===== src/rtl/ad7276_pkg.sv =====
// Shared definitions for the AD7276 sample trigger path: default widths,
// the minimum legal sample period and the trigger FSM state type.
package ad7276_pkg;

  localparam int DEFAULT_CNT_W      = 32;
  localparam int DEFAULT_OVR_W      = 16;
  localparam int DEFAULT_MIN_PERIOD = 2;

  typedef enum logic [1:0] {
    IDLE = 2'd0,
    RUN  = 2'd1,
    PEND = 2'd2
  } trig_state_t;

endpackage


===== src/rtl/sample_period_counter.sv =====
// Loadable down-counter that paces the sample trigger. It raises
// terminal_count for one cycle at the end of every period and keeps the
// period currently in force in period_q.
module sample_period_counter
  import ad7276_pkg::*;
#(
  parameter int CNT_W      = DEFAULT_CNT_W,
  parameter int MIN_PERIOD = DEFAULT_MIN_PERIOD
) (
  input  logic             aclk,
  input  logic             aresetn,
  input  logic             enable,
  input  logic [CNT_W-1:0] period,
  output logic             terminal_count
);

  localparam logic [CNT_W-1:0] MIN_P = CNT_W'(MIN_PERIOD);

  logic [CNT_W-1:0] eff_period;
  logic [CNT_W-1:0] count;
  logic [CNT_W-1:0] period_q;
  logic             run_q;

  // Requested periods shorter than the minimum are clamped up to it.
  assign eff_period = (period < MIN_P) ? MIN_P : period;

  // Load on the first enabled cycle, count down, and reload from period_q at zero.
  // period_q picks up the requested period one cycle before each reload, so a
  // change made mid-interval only affects the interval after the next tick.
  always_ff @(posedge aclk) begin
    if (!aresetn) begin
      count    <= '0;
      period_q <= MIN_P;
      run_q    <= 1'b0;
    end else if (!enable) begin
      count <= '0;
      run_q <= 1'b0;
    end else if (!run_q) begin
      run_q    <= 1'b1;
      count    <= eff_period - 1'b1;
      period_q <= eff_period;
    end else if (count == '0) begin
      count <= period_q - 1'b1;
    end else begin
      count <= count - 1'b1;
      if (count == CNT_W'(1)) begin
        period_q <= eff_period;
      end
    end
  end

  assign terminal_count = run_q && (count == '0);

endmodule


===== src/rtl/sample_trigger_gen.sv =====
// Periodic sample trigger for the AD7276 capture core. Emits sample_tick
// every period, forwards it as adc_start when the core is ready, holds at
// most one request while the core is busy, and counts dropped ticks.
module sample_trigger_gen
  import ad7276_pkg::*;
#(
  parameter int CNT_W      = DEFAULT_CNT_W,
  parameter int OVR_W      = DEFAULT_OVR_W,
  parameter int MIN_PERIOD = DEFAULT_MIN_PERIOD
) (
  input  logic             aclk,
  input  logic             aresetn,
  input  logic             enable,
  input  logic [CNT_W-1:0] time_sampling,
  input  logic             adc_ready,
  input  logic             clr_overrun,
  output logic             sample_tick,
  output logic             adc_start,
  output logic             pending,
  output logic             overrun,
  output logic [OVR_W-1:0] overrun_count
);

  trig_state_t state;
  logic        tc;
  logic        defer_q;

  sample_period_counter #(
    .CNT_W      (CNT_W),
    .MIN_PERIOD (MIN_PERIOD)
  ) u_counter (
    .aclk           (aclk),
    .aresetn        (aresetn),
    .enable         (enable),
    .period         (time_sampling),
    .terminal_count (tc)
  );

  // Trigger FSM. defer_q carries a tick that landed in the same cycle as a
  // held start was issued; it is serviced in RUN one cycle later, and since
  // adc_start was just high it always parks in PEND to avoid back-to-back starts.
  always_ff @(posedge aclk) begin
    if (!aresetn) begin
      state       <= IDLE;
      sample_tick <= 1'b0;
      adc_start   <= 1'b0;
      pending     <= 1'b0;
      defer_q     <= 1'b0;
    end else if (!enable) begin
      state       <= IDLE;
      sample_tick <= 1'b0;
      adc_start   <= 1'b0;
      pending     <= 1'b0;
      defer_q     <= 1'b0;
    end else begin
      sample_tick <= tc;
      adc_start   <= 1'b0;
      defer_q     <= 1'b0;
      unique case (state)
        IDLE: begin
          state   <= RUN;
          pending <= 1'b0;
        end
        RUN: begin
          if (tc || defer_q) begin
            if (adc_ready && !adc_start) begin
              adc_start <= 1'b1;
            end else begin
              state <= PEND;
            end
          end
        end
        PEND: begin
          if (adc_ready) begin
            adc_start <= 1'b1;
            pending   <= 1'b0;
            defer_q   <= tc;
            state     <= RUN;
          end else begin
            pending <= 1'b1;
          end
        end
        default: begin
          state   <= IDLE;
          pending <= 1'b0;
        end
      endcase
    end
  end

  // Sticky overrun flag and saturating drop counter; a clear beats a same-cycle increment.
  always_ff @(posedge aclk) begin
    if (!aresetn) begin
      overrun       <= 1'b0;
      overrun_count <= '0;
    end else if (clr_overrun) begin
      overrun       <= 1'b0;
      overrun_count <= '0;
    end else if (enable && (state == PEND) && tc && !adc_ready) begin
      overrun <= 1'b1;
      if (overrun_count != '1) begin
        overrun_count <= overrun_count + 1'b1;
      end
    end
  end

endmodule


===== config.mk =====
export PLATFORM = sky130hd
export DESIGN_NAME = sample_trigger_gen
export DESIGN_NICKNAME = d
export VERILOG_FILES = /design/src/rtl/ad7276_pkg.sv /design/src/rtl/sample_period_counter.sv /design/src/rtl/sample_trigger_gen.sv
export SDC_FILE = /design/constraint.sdc
export NUM_CORES = 1
export LEC_CHECK = 0
export CAP_MARGIN = 40
export CELL_PAD_IN_SITES_DETAIL_PLACEMENT = 1
export CELL_PAD_IN_SITES_GLOBAL_PLACEMENT = 1
export CORE_MARGIN = 2
export CORE_UTILIZATION = 43
export DETAILED_ROUTE_END_ITERATION = 10
export PLACE_DENSITY_LB_ADDON = 0.25
export SYNTH_ARGS = -nofsm -noshare
export SYNTH_HDL_FRONTEND = slang
export SYNTH_SLANG_ARGS = --single-unit
export TNS_END_PERCENT = 1

===== constraint.sdc =====
create_clock -name aclk -period 4.35 [get_ports aclk]
set_input_delay 0.87 -clock aclk [delete_from_list [all_inputs] [get_ports aclk]]
set_output_delay 0.87 -clock aclk [all_outputs]
set_load 0.005 [all_outputs]

==> impl_metrics.tcl <==
set metrics [dict create \
    status "finished clean" \
    synth-seq-area-share_pct 31.7 \
    io_pins 57 \
    critical_path.cell_chain "clkdlybuf4s50_1 -> or4_1 -> nor3_1 -> and3_1 -> nand2b_1 -> ha_1 -> nand3_1 -> or4_1 -> nor4_1 -> xnor2_1 -> o221ai_1" \
    layout.cells.most_common "sky130_fd_sc_hd__dfxtp_1" \
    postCtsHoldBufs 0 \
    max_clock_freq_ghz 0.254 \
    master_cell_of_the_clock_root_buffer "sky130_fd_sc_hd__clkbuf_16" \
    skew_ns 0.00777 \
    syn_to_final_growth_pct 21.3 \
    fraction_of_registers_with_async_set_reset_pct 0 \
    viasPerCell 5.84 \
    antenna_violating_nets_post_route 0 \
    grt_start_max_net_pins 34 \
    grtUsageTotal_pct 26.3 \
    cts.sinks 88 \
    grt_pass1_wl_mm 29.3 \
    dr.pass1.iters 5 \
    fin_setup_tns_ns 0 \
    dieArea_sq_um 13800 \
    clk_pin_slew_ns 0.06 \
    rsz_0062_raised_after_global_routing "no" \
    cts_resized 0 \
    fin_nets 787 \
    final.period_utilization_pct 90.6 \
    place.gp.congestion 0.890 \
    routed_wire_length_per_instance_um 19.6 \
    post-cts-setup-buffers 0 \
    route.detailed.drc 0 \
    die_w_um 118 \
    crit_slowest_cell "sky130_fd_sc_hd__or4_1" \
    power_density_nw_per_um2 318 \
    final.min_clock_period_ns 3.94 \
    max-clock-path-buffers 2 \
    grt_remaining_overflow 0 \
    report.power.total_mw 2.14 \
    critical_path_peak_fanout 6 \
    drt_wl_total_mm 18.0 \
    max_cap_viols 0 \
    yosysUniqueCellTypes 56 \
    timing.setup.critical_path_class "input pin to flip-flop" \
    final-max-slew-violation-count 0 \
    synthCells 675 \
    worstPathBufferInverterCount 1 \
    setup_violations 0 \
    timing.critical_path.max_delay_family "simple AND/OR/NAND/NOR gates" \
    critical_path_required_ns 4.56 \
    max_stage_delay_on_crit_path_ns 0.62 \
    cts_tree "done" \
    initial_core_util_pct 44.0 \
    hpwl_mm 13.7 \
    fill_cells 1557 \
    htree_levels 3 \
    end_kind "flip-flop" \
    chipHeight_um 118 \
    worstSetupStartpointType "input pin" \
    post_synthesis_instance_area_sq_um 5550 \
    ys_ff_latch 88 \
    irDropWorstVdd_uv 209 \
    floorplan.core_area_sq_um 12600 \
    hp-class "flip-flop to flip-flop" \
    worst_skew_pair.late_latency_ns 0.35 \
    number_of_global_route_vias_before_repair 5521 \
    mostFrequentLayoutCells "sky130_fd_sc_hd__dfxtp_1, sky130_fd_sc_hd__nor2_1, sky130_fd_sc_hd__clkdlybuf4s50_1" \
    transition_at_the_pin_with_the_smallest_max_transition_slack_ns 0.879 \
    crit_top_cell "sky130_fd_sc_hd__or4_1" \
    postSynthNetCount 722 \
    drive_gt1_share_pct 8.06 \
    finalHoldViolCount 0 \
    synthesis.yosys.warnings 0 \
    synthFlopType "sky130_fd_sc_hd__dfxtp_1" \
    syn_area_per_cell_sq_um 8.22 \
    grt_antenna_before_repair 0 \
    slew_headroom_pct 40.9 \
    placementRows 41 \
    antenna_cells_inserted 0 \
    total_of_buffers_placed_on_input_and_output_ports 56 \
    synth_edf_count 0 \
    leakagePower_nw 2.54 \
    route.vias.total 5352 \
    critical_path_arrival_ns 4.15 \
    drt_first_iter_violations 333 \
    number_of_buffers_created_by_cts 9 \
]
sequential cells by signal, summed over array words and instances, names as in the netlist:
signal,cells
u_counter.count,32
u_counter.period_q,32
overrun_count,16
state,2
adc_start,1
defer_q,1
overrun,1
pending,1
sample_tick,1
u_counter.run_q,1
power by group:
part / internal (mW) / switching [mW]
sequential: 0.842 / 0.0442
combinational: 0.184 / 0.252
clock: 0.490 / 0.331
tightest hold or removal path: cells and delay by family, from the launching register on:
kind	cells	cell delay [ns]
flip-flops	1	0.32
multiplexers	1	0.07
AND/OR/NAND/NOR	1	0.07
logic make-up (layout without fill, tap and decap cells):
group	after synthesis	count (layout)	synth area share (%)
AND/OR/NAND/NOR	326	326	31.8
XOR/XNOR	92	92	14.5
flip-flops	88	88	31.7
AO/OA/AOI/OAI	83	83	10.1
buffers and inverters	41	110	3.25
multiplexers	35	35	6.36
adder cells (fa/ha/maj)	10	10	2.25
per-stage QoR:
| stage | worst slack [ns] | util [%] | cells | hold WS [ns] | cell area [sq um] |
|---|---|---|---|---|---|
| after floorplan | 0.370 | - | 675 | 0.465 | 5550 |
| after global placement | 0.274 | 50.8 | 900 | 0.453 | 6410 |
| after detailed placement | 0.116 | 50.9 | 901 | 0.490 | 6420 |
| after CTS | 0.447 | 53.3 | 916 | 0.505 | 6730 |
| after global routing | 0.183 | 53.3 | 916 | 0.547 | 6730 |
| final | 0.409 | 53.3 | 916 | 0.496 | 6730 |
layer usage:
metal | GRT usage, % | vias up | wire length [um]
met4 | 8.13 | 0 | 314
met2 | 44.8 | 181 | 8610
met5 | 0 | - | 0
met3 | 3.59 | 27 | 816
met1 | 34.4 | 2574 | 8210
li1 | - | 2570 | -
worst paths after layout:
check	endpoint	from	cells past startpoint	slack, ns
setup reg to reg	u_counter.period_q[0]	u_counter.count[6]	8	1.29
hold / removal	pending	pending	2	0.50
hold reg to reg	pending	pending	2	0.50
setup / recovery	u_counter.count[28]	time_sampling[20]	11	0.41
synth_stat cells (4+ instances only):
cell                       instances  area, sq um
sky130_fd_sc_hd__a211oi_1         13         97.6
sky130_fd_sc_hd__a21oi_1          10         50.1
sky130_fd_sc_hd__and3_1            9         56.3
sky130_fd_sc_hd__buf_2             9         45.0
sky130_fd_sc_hd__clkbuf_1         18         67.6
sky130_fd_sc_hd__dfxtp_1          88         1760
sky130_fd_sc_hd__ha_1             10          125
sky130_fd_sc_hd__inv_1            10         37.5
sky130_fd_sc_hd__mux2i_1          33          330
sky130_fd_sc_hd__nand2_1          45          169
sky130_fd_sc_hd__nand2b_1          5         31.3
sky130_fd_sc_hd__nand3_1          30          150
sky130_fd_sc_hd__nand4_1          17          106
sky130_fd_sc_hd__nor2_1           68          255
sky130_fd_sc_hd__nor2b_1          36          225
sky130_fd_sc_hd__nor3_1           35          175
sky130_fd_sc_hd__nor4_1           25          156
sky130_fd_sc_hd__o21ai_0          22          110
sky130_fd_sc_hd__o221ai_1          5         43.8
sky130_fd_sc_hd__o22ai_1           7         43.8
sky130_fd_sc_hd__o32ai_1           4         35.0
sky130_fd_sc_hd__or2_2             5         31.3
sky130_fd_sc_hd__or3_1            12         75.1
sky130_fd_sc_hd__or4_1            17          128
sky130_fd_sc_hd__xnor2_1          47          412
sky130_fd_sc_hd__xor2_1           45          394
area by class of cell:
class,instances,area [sq um],share of cell area [%]
multi-input combinational,546,3630,53.9
tap,172,215,3.20
inverter,11,41.3,0.613
clock inverter,2,37.5,0.558
sequential,88,1760,26.2
clock buffer,13,270,4.01
timing repair buffer,84,778,11.6
No activity file was read; power rests on OpenSTA's default activity.
